===== src/rtl/alu_control_sequencer.sv =====
// Fetch/execute sequencer driving datapath strobes for three-operand ALU instructions (T0..T5).
// Latency: Start -> T0 next cycle; 6 cycles per instruction plus one per MemReady wait cycle in T1.
// Backpressure: MemReady stalls T1 up to MEM_TIMEOUT cycles; Start is ignored outside IDLE/T5.
module alu_control_sequencer #(
  parameter int DATA_WIDTH  = 32,
  parameter int NUM_REGS    = 16,
  parameter int REG_SEL_W   = 4,
  parameter int MEM_TIMEOUT = 8,
  parameter int CNT_W       = 16
) (
  input  logic                  Clock,
  input  logic                  Clear,
  input  logic                  Start,
  input  logic [DATA_WIDTH-1:0] IR,
  input  logic                  MemReady,
  output logic                  PCout,
  output logic                  ZLOout,
  output logic                  MDRout,
  output logic                  MARin,
  output logic                  PCin,
  output logic                  MDRin,
  output logic                  IRin,
  output logic                  Yin,
  output logic                  Zin,
  output logic                  IncrementPC,
  output logic                  Read,
  output logic [NUM_REGS-1:0]   Rout,
  output logic [NUM_REGS-1:0]   Rin,
  output logic [4:0]            ALUControl,
  output logic                  Busy,
  output logic                  Done,
  output logic                  IllegalOp,
  output logic                  BusError,
  output logic [CNT_W-1:0]      InstrCount
);

  // IR field positions: 5-bit opcode at the top, then Ra, Rb, Rc packed below it.
  localparam int RA_MSB  = DATA_WIDTH - 6;
  localparam int RB_MSB  = RA_MSB - REG_SEL_W;
  localparam int RC_MSB  = RB_MSB - REG_SEL_W;
  localparam int LOW_MSB = RC_MSB - REG_SEL_W;
  localparam int WAIT_W  = $clog2(MEM_TIMEOUT + 1);

  localparam logic [REG_SEL_W:0] NREGS      = (REG_SEL_W + 1)'(NUM_REGS);
  localparam logic [WAIT_W-1:0]  WAIT_LIMIT = WAIT_W'(MEM_TIMEOUT);
  localparam logic [4:0]         OP_MAX     = 5'b01011;

  typedef enum logic [2:0] {
    S_IDLE = 3'd0,
    S_T0   = 3'd1,
    S_T1   = 3'd2,
    S_T2   = 3'd3,
    S_T3   = 3'd4,
    S_T4   = 3'd5,
    S_T5   = 3'd6
  } state_t;

  state_t                state;
  state_t                state_nxt;
  logic [WAIT_W-1:0]     wait_cnt;
  logic                  t1_first;
  logic                  legal_q;
  logic                  timeout_hit;
  logic                  illegal_hit;
  logic                  enter_t1;

  logic [4:0]            op;
  logic [REG_SEL_W-1:0]  ra;
  logic [REG_SEL_W-1:0]  rb;
  logic [REG_SEL_W-1:0]  rc;
  logic                  ir_legal;
  logic                  unused_ir_low;

  assign op  = IR[DATA_WIDTH-1 -: 5];
  assign ra  = IR[RA_MSB -: REG_SEL_W];
  assign rb  = IR[RB_MSB -: REG_SEL_W];
  assign rc  = IR[RC_MSB -: REG_SEL_W];

  // Bits below Rc carry no meaning for this instruction format.
  assign unused_ir_low = ^IR[LOW_MSB:0];

  // An instruction is accepted only if the opcode is implemented and every register index exists.
  assign ir_legal = (op <= OP_MAX) &&
                    ({1'b0, ra} < NREGS) &&
                    ({1'b0, rb} < NREGS) &&
                    ({1'b0, rc} < NREGS);

  // First T1 cycle is the only one allowed to bump the PC.
  assign enter_t1 = (state_nxt == S_T1) && (state != S_T1);

  function automatic logic [NUM_REGS-1:0] sel_onehot(input logic [REG_SEL_W-1:0] idx);
    sel_onehot = NUM_REGS'(1) << idx;
  endfunction

  // Next-state selection; MemReady wins over the timeout in the last permitted T1 cycle.
  always_comb begin
    state_nxt   = state;
    timeout_hit = 1'b0;
    illegal_hit = 1'b0;
    case (state)
      S_IDLE: if (Start) state_nxt = S_T0;
      S_T0:   state_nxt = S_T1;
      S_T1: begin
        if (MemReady) begin
          state_nxt = S_T2;
        end else if (wait_cnt == WAIT_LIMIT) begin
          state_nxt   = S_IDLE;
          timeout_hit = 1'b1;
        end
      end
      S_T2:   state_nxt = S_T3;
      S_T3: begin
        if (legal_q) begin
          state_nxt = S_T4;
        end else begin
          state_nxt   = S_IDLE;
          illegal_hit = 1'b1;
        end
      end
      S_T4:   state_nxt = S_T5;
      S_T5:   state_nxt = Start ? S_T0 : S_IDLE;
      default: state_nxt = S_IDLE;
    endcase
  end

  // State, bookkeeping and registered Moore outputs decoded from the state being entered.
  always_ff @(posedge Clock) begin
    if (!Clear) begin
      state       <= S_IDLE;
      wait_cnt    <= '0;
      t1_first    <= 1'b0;
      legal_q     <= 1'b0;
      InstrCount  <= '0;
      PCout       <= 1'b0;
      ZLOout      <= 1'b0;
      MDRout      <= 1'b0;
      MARin       <= 1'b0;
      PCin        <= 1'b0;
      MDRin       <= 1'b0;
      IRin        <= 1'b0;
      Yin         <= 1'b0;
      Zin         <= 1'b0;
      IncrementPC <= 1'b0;
      Read        <= 1'b0;
      Rout        <= '0;
      Rin         <= '0;
      ALUControl  <= '0;
      Busy        <= 1'b0;
      Done        <= 1'b0;
      IllegalOp   <= 1'b0;
      BusError    <= 1'b0;
    end else begin
      state <= state_nxt;

      // T1 dwell counter: 1 in the first T1 cycle, counting up while memory stalls.
      if (state_nxt == S_T1) begin
        wait_cnt <= (state == S_T1) ? wait_cnt + 1'b1 : WAIT_W'(1);
      end else begin
        wait_cnt <= '0;
      end
      t1_first <= enter_t1;

      // Legality is frozen at the T2->T3 edge so T3 strobes and the T3 exit agree.
      if (state_nxt == S_T3) begin
        legal_q <= ir_legal;
      end

      if (state == S_T5) begin
        InstrCount <= InstrCount + 1'b1;
      end

      PCout       <= 1'b0;
      ZLOout      <= 1'b0;
      MDRout      <= 1'b0;
      MARin       <= 1'b0;
      PCin        <= 1'b0;
      MDRin       <= 1'b0;
      IRin        <= 1'b0;
      Yin         <= 1'b0;
      Zin         <= 1'b0;
      IncrementPC <= 1'b0;
      Read        <= 1'b0;
      Rout        <= '0;
      Rin         <= '0;
      ALUControl  <= '0;
      Done        <= 1'b0;
      Busy        <= (state_nxt != S_IDLE);
      IllegalOp   <= illegal_hit;
      BusError    <= timeout_hit;

      case (state_nxt)
        S_T0: begin
          PCout <= 1'b1;
          MARin <= 1'b1;
          Zin   <= 1'b1;
        end
        S_T1: begin
          ZLOout      <= 1'b1;
          Read        <= 1'b1;
          MDRin       <= 1'b1;
          PCin        <= enter_t1;
          IncrementPC <= enter_t1;
        end
        S_T2: begin
          MDRout <= 1'b1;
          IRin   <= 1'b1;
        end
        S_T3: begin
          if (ir_legal) begin
            Rout <= sel_onehot(rb);
            Yin  <= 1'b1;
          end
        end
        S_T4: begin
          Rout       <= sel_onehot(rc);
          Zin        <= 1'b1;
          ALUControl <= op;
        end
        S_T5: begin
          ZLOout <= 1'b1;
          Rin    <= sel_onehot(ra);
          Done   <= 1'b1;
        end
        default: begin
        end
      endcase
    end
  end

  // The first-cycle flag mirrors the PC strobes; kept so a long T1 stall is easy to trace.
  logic unused_t1_first;
  assign unused_t1_first = t1_first;

endmodule


===== config.mk =====
export PLATFORM = sky130hd
export DESIGN_NAME = alu_control_sequencer
export DESIGN_NICKNAME = d
export VERILOG_FILES = /design/src/rtl/alu_control_sequencer.sv
export SDC_FILE = /design/constraint.sdc
export NUM_CORES = 1
export LEC_CHECK = 0
export CAP_MARGIN = 20
export CORE_MARGIN = 2
export CORE_UTILIZATION = 44
export CTS_CLUSTER_DIAMETER = 150
export CTS_CLUSTER_SIZE = 16
export DETAILED_ROUTE_END_ITERATION = 10
export PLACE_DENSITY = 0.88
export SETUP_SLACK_MARGIN = 0.4
export SLEW_MARGIN = 15
export SYNTH_ARGS = -nofsm -noshare
export SYNTH_HDL_FRONTEND = slang
export SYNTH_SLANG_ARGS = --single-unit

===== constraint.sdc =====
create_clock -name Clock -period 2.15 [get_ports Clock]
set_input_delay 0.43 -clock Clock [delete_from_list [all_inputs] [get_ports Clock]]
set_output_delay 0.43 -clock Clock [all_outputs]
set_load 0.01 [all_outputs]

==> results.yml, run 1 <==
detailed_routing:
  wl_um: 6379
  wire_per_inst_um: 14.11
  antenna_left: 0
  drt-initial-drc-count: 84
  via_per_inst: 5.162
  first_pass_iters: 4
  drcViolationCount: 0
  vias: 2333
worst_setup_path:
  crit_family: "buffers and inverters"
  path_class: "flop to output pin"
  cp.arrival_ns: 1.28
  cp.buffers_inverters: 1
  start_kind: "flop"
  cpMaxStageDelayCell: "clkdlybuf4s50_1"
  path_max_fanout: 5
  critPathMaxStageDelay_ns: 0.56
  crit_chain: "clkdlybuf4s50_1"
  required_ns: 1.72
  crit_path_end_kind: "output pin"
global_routing:
  overflow: 0
  grt_pass1_vias: 2258
  track_usage_pct: 18.85
  grt_pass1_wl_um: 10610
  grt_max_degree: 19
  antenna_found_initial: 0
synthesis:
  synth_edf_count: 0
  syn_area_mm2: 0.002776
  synth_async_sr_flop_share_pct: 0
  yosysSeqAreaShare_pct: 51.92
  synth_ff_type: "dfxtp_1"
  ys_seq_elements: 72
  synthDistinctLibCells: 50
  syn_area_per_cell_um2: 9.880
  yosysWarnings: 0
  syn_nets: 320
  synth_cells: 281
final_layout:
  n_fill_cell: 469
  drive_gt1_share_pct: 13.53
  antenna_cells: 0
  area_delta_synth_final_pct: 45.07
  final_nets: 411
  final_common_cell: "clkdlybuf4s50_1"
  mostFrequentLayoutCells: "clkdlybuf4s50_1, dfxtp_1, nor2_1, nand2_1, nor3_1"
timing:
  clock-skew-final_ns: 0.008367
  max_freq_mhz: 583.9
  period_share_pct: 79.66
  finalHoldViolCount: 0
  slew_headroom_pct: 61.05
  worst_pin_slew_ns: 0.5804
  setup_slack_ns: 0.4374
  fin_setup_tns_ns: 0
  slew_violations: 0
  rsz0062_at_grt: "no"
  layout_min_cycle_time_ns: 1.713
  setup-violations-final: 0
die:
  io_pins: 104
  dieArea_mm2: 0.006961
  fp.dieH_um: 83.44
  die_w_um: 83.44
  num_rows: 28
  start_util_pct: 46.08
  core_mm2: 0.006026
power_and_ir_drop:
  cellLeakagePower_nw: 1.575
  peakVddDrop_uv: 427.7
  power_density_mw_per_mm2: 758.4
  finalPower_w: 0.003054
clocking:
  clk_pin_slew_worst_paths_ns: 0.07
  htreeDepth: 3
  cts_inserted_buffers: 9
  root_buffer: "clkbuf_8"
  tritoncts: "built"
  cts_sinks: 72
  cts_hold_buf: 0
  clk_latency_ns: 0.34
  clock_path_buffers: 2
min_path:
  hold_class: "flop to flop"
place:
  dpl.hpwl_um: 4551
  io_buffers: 88
  dp_slack_ns: 0.2021
  gp_congestion: 0.8291
job:
  maxCapViolations: 0
run_status:
  status: "finished clean"
[logic make-up after synthesis]
kind of cell	Yosys count	synth area share (%)
muxes	7	2.569
DFF	72	51.92
and+or+nand+nor	137	28.53
buffers and inverters	21	4.101
xor gates and xnor gates	11	3.470
adders and majority gates	3	1.352
AOI/OAI and AO/OA	30	8.067
[report_power, final]
group / switching [W] / total [W] / internal (W)
sequential: 0.0000206 / 0.00137 / 0.00135
combinational: 0.0000926 / 0.000191 / 0.0000984
clock: 0.000489 / 0.00149 / 0.00100
[stage by stage]
step / utilization, % / instances / instance area, um2 / hold slack (ns)
2_1_floorplan: - / 281 / 2776 / 0.4717
3_3_place_gp: 61.42 / 436 / 3701 / 0.4544
3_5_place_dp: 61.42 / 436 / 3701 / 0.4897
4_1_cts: 66.40 / 452 / 4001 / 0.5039
5_1_grt: 66.84 / 452 / 4028 / 0.5089
6_report: 66.84 / 452 / 4028 / 0.4948
[worst paths after layout]
check        cells past startpoint  slack (ns)                endpoint                        start
min reg2reg                      1        0.49  wait_cnt[0]$_SDFF_PN0_       wait_cnt[0]$_SDFF_PN0_
min                              1        0.49  wait_cnt[0]$_SDFF_PN0_       wait_cnt[0]$_SDFF_PN0_
max                              1        0.44          InstrCount[12]  InstrCount[12]$_SDFFE_PN0N_
max reg2reg                      6        0.52  wait_cnt[0]$_SDFF_PN0_       wait_cnt[0]$_SDFF_PN0_
[final cells by class]
type                    instances  area, um2  area share [%]
repair buffers                 92      920.9           22.86
clock inverters                 6      155.1           3.852
multi-input cells             188       1237           30.72
inverters                       9      33.78          0.8388
flip-flops and latches         72       1459           36.22
clock buffers                  10      127.6           3.169
well taps                      75      93.84           2.330
[routing by layer]
metal | part of all wire [%] | track usage [%]
met4 | 1.4 | 7.331
met3 | 5.5 | 5.368
met5 | 0 | 0
met2 | 49 | 31.82
met1 | 44 | 22.69
[registers in the layout, summed over array words and instances (netlist names)]
name         cells
ALUControl       5
InstrCount      16
legal_q          1
Read             1
IRin             1
Done             1
IncrementPC      1
Busy             1
MARin            1
Rout            16
wait_cnt         4
Yin              1
Zin              1
IllegalOp        1
ZLOout           1
state            3
BusError         1
Rin             16
[synthesized netlist by cell type, types with 3 or more instances]
| library cell | count | share of area [%] |
|---|---|---|
| a21oi_1 | 10 | 1.8 |
| a22oi_1 | 9 | 2.4 |
| and3_1 | 11 | 2.5 |
| buf_4 | 7 | 1.9 |
| clkbuf_1 | 3 | 0.41 |
| dfxtp_1 | 72 | 52 |
| ha_1 | 3 | 1.4 |
| inv_1 | 7 | 0.95 |
| mux2i_1 | 6 | 2.2 |
| nand2_1 | 16 | 2.2 |
| nand2b_1 | 6 | 1.4 |
| nand3_1 | 8 | 1.4 |
| nand4_1 | 8 | 1.8 |
| nor2_1 | 43 | 5.8 |
| nor2b_1 | 4 | 0.90 |
| nor3_1 | 12 | 2.2 |
| nor4_1 | 4 | 0.90 |
| o21ai_0 | 4 | 0.72 |
| or3_1 | 3 | 0.68 |
| xnor2_1 | 5 | 1.6 |
| xor2_1 | 6 | 1.9 |
[what timing repair did]
action                     CTS  global route
setup endpoints to repair   13            11
buffers inserted             0             0
gates resized for setup      8            12
(Power assumes the default switching activity.)
==> run 2: changes to the inputs <==
==> constraint.sdc (replaced) <==
create_clock -name Clock -period 1.65 [get_ports Clock]
set_input_delay 0.33 -clock Clock [delete_from_list [all_inputs] [get_ports Clock]]
set_output_delay 0.33 -clock Clock [all_outputs]
set_load 0.01 [all_outputs]
==> results.yml, run 2 (synthesized netlist as in run 1, its figures left out) <==
run_status:
  status: "finished clean"
die:
  io_pins: 104
  start_util_pct: 46.08
  core_mm2: 0.006026
  dieArea_mm2: 0.006961
  die_w_um: 83.44
  fp.dieH_um: 83.44
  num_rows: 28
global_routing:
  track_usage_pct: 22.46
  grt_max_degree: 19
  grt_pass1_wl_um: 12610
  antenna_found_initial: 0
  overflow: 0
  grt_pass1_vias: 2627
detailed_routing:
  wl_um: 8360
  drcViolationCount: 0
  first_pass_iters: 4
  drt-initial-drc-count: 101
  antenna_left: 0
  wire_per_inst_um: 16.46
  via_per_inst: 5.228
  vias: 2656
timing:
  layout_min_cycle_time_ns: 1.447
  max_freq_mhz: 690.9
  slew_violations: 0
  slew_headroom_pct: 70.88
  setup-violations-final: 0
  worst_pin_slew_ns: 0.4349
  finalHoldViolCount: 0
  rsz0062_at_grt: "yes"
  period_share_pct: 87.72
  clock-skew-final_ns: 0.01606
worst_setup_path:
  crit_chain: "or3b_4, o22ai_4, nand2_4, a2111oi_4"
  path_class: "flop to flop"
  crit_path_end_kind: "flop"
  start_kind: "flop"
  critPathMaxStageDelay_ns: 0.42
  required_ns: 1.89
  cp.arrival_ns: 1.69
  r2r_slack_ns: 0.20
  cpMaxStageDelayCell: "or3b_4"
  path_max_fanout: 9
min_path:
  hold_class: "flop to flop"
final_layout:
  instances_no_fill: 508
  final_core_util_pct: 77.64
  antenna_cells: 0
  final_nets: 467
  top_regs: "InstrCount (16), Rin (16), Rout (16)"
  mostFrequentLayoutCells: "buf_4, dfxtp_1, nor2_1, clkdlybuf4s50_1"
  drive_gt1_share_pct: 51.96
  area_delta_synth_final_pct: 68.50
  final_common_cell: "buf_4"
clocking:
  clk_pin_slew_worst_paths_ns: 0.07
  htreeDepth: 3
  cts_inserted_buffers: 9
  tritoncts: "built"
  cts_sinks: 72
  clock_path_buffers: 2
  root_buffer: "clkbuf_8"
  clk_latency_ns: 0.35
power_and_ir_drop:
  cellLeakagePower_nw: 2.002
  finalPower_w: 0.003705
  peakVddDrop_uv: 551.7
  power_density_mw_per_mm2: 791.9
place:
  dpl.hpwl_um: 4749
  io_buffers: 88
  gp_congestion: 0.8322
  dpl.cell_count: 450
job:
  maxCapViolations: 0
-- run 2: changes by cell type in the layout (fill, tap and decap cells not counted), sizes merged --
| cell | before | now |
|---|---|---|
| buf | 4 | 76 |
| clkdlybuf4s50 | 84 | 19 |
| clkdlybuf4s15 | 0 | 34 |
| clkbuf | 10 | 28 |
| dlymetal6s2s | 4 | 0 |
| bufinv | 5 | 2 |
| clkinv | 1 | 4 |
| dlygate4sd2 | 0 | 1 |
-- run 2: repair_timing --
action / CTS / global route
hold buffers: 0 / 0
gates resized for setup: 242 / 71
endpoints found under the setup margin: 130 / 99
setup buffers: 30 / 12
pin swaps: 31 / 29
endpoints found under the hold margin: 0 / 0
-- run 2: final timing paths --
kind,from,endpoint,depth (start not counted)
max,state[2]$_SDFF_PN0_,wait_cnt[0]$_SDFF_PN0_,4
min,wait_cnt[3]$_SDFF_PN0_,wait_cnt[3]$_SDFF_PN0_,2
max reg2reg,state[2]$_SDFF_PN0_,wait_cnt[0]$_SDFF_PN0_,4
min reg2reg,wait_cnt[3]$_SDFF_PN0_,wait_cnt[3]$_SDFF_PN0_,2
-- run 2: report_power, final --
group	internal [W]	total, W	switching (W)	leakage (nW)
Clock	0.000932	0.00159	0.000656	0.121
Combinational	0.000165	0.000351	0.000186	1.28
Sequential	0.00175	0.00177	0.0000188	0.598
-- run 2: per-stage QoR --
stage	setup TNS, ns	area [um2]	setup WS (ns)	hold slack [ns]
floorplan	0	2874	0.2429	0.4068
global placement	-0.1306	3880	-0.06398	0.4604
detailed placement	-0.4347	3880	-0.09169	0.4703
CTS	0	4554	0.2072	0.5218
global route	0	4678	0.1500	0.5398
finish	0	4678	0.2026	0.5315
-- run 2: cell type report --
type                            count  area (um2)
Multi-Input combinational cell    188        1560
Sequential cell                    72        1501
Fill cell                         364        1348
Timing Repair Buffer              148        1250
Clock buffer                       10       148.9
Tap cell                           75       93.84
Clock inverter                      6       80.08
Inverter                            9       43.79
-- run 2: layer usage --
metal	vias up	routed length [um]	global-route usage (%)
met5	-	0	0
met4	0	277	11.44
met3	33	366	5.467
met2	85	4466	40.98
met1	1264	3250	23.90
li1	1274	-	-
-- run 2: worst max-delay path, delay by kind of cell, from the launching register on --
family,cells,cell delay (ns)
and+or+nand+nor,2,0.55
AOI/OAI and AO/OA,2,0.41
DFF,1,0.39
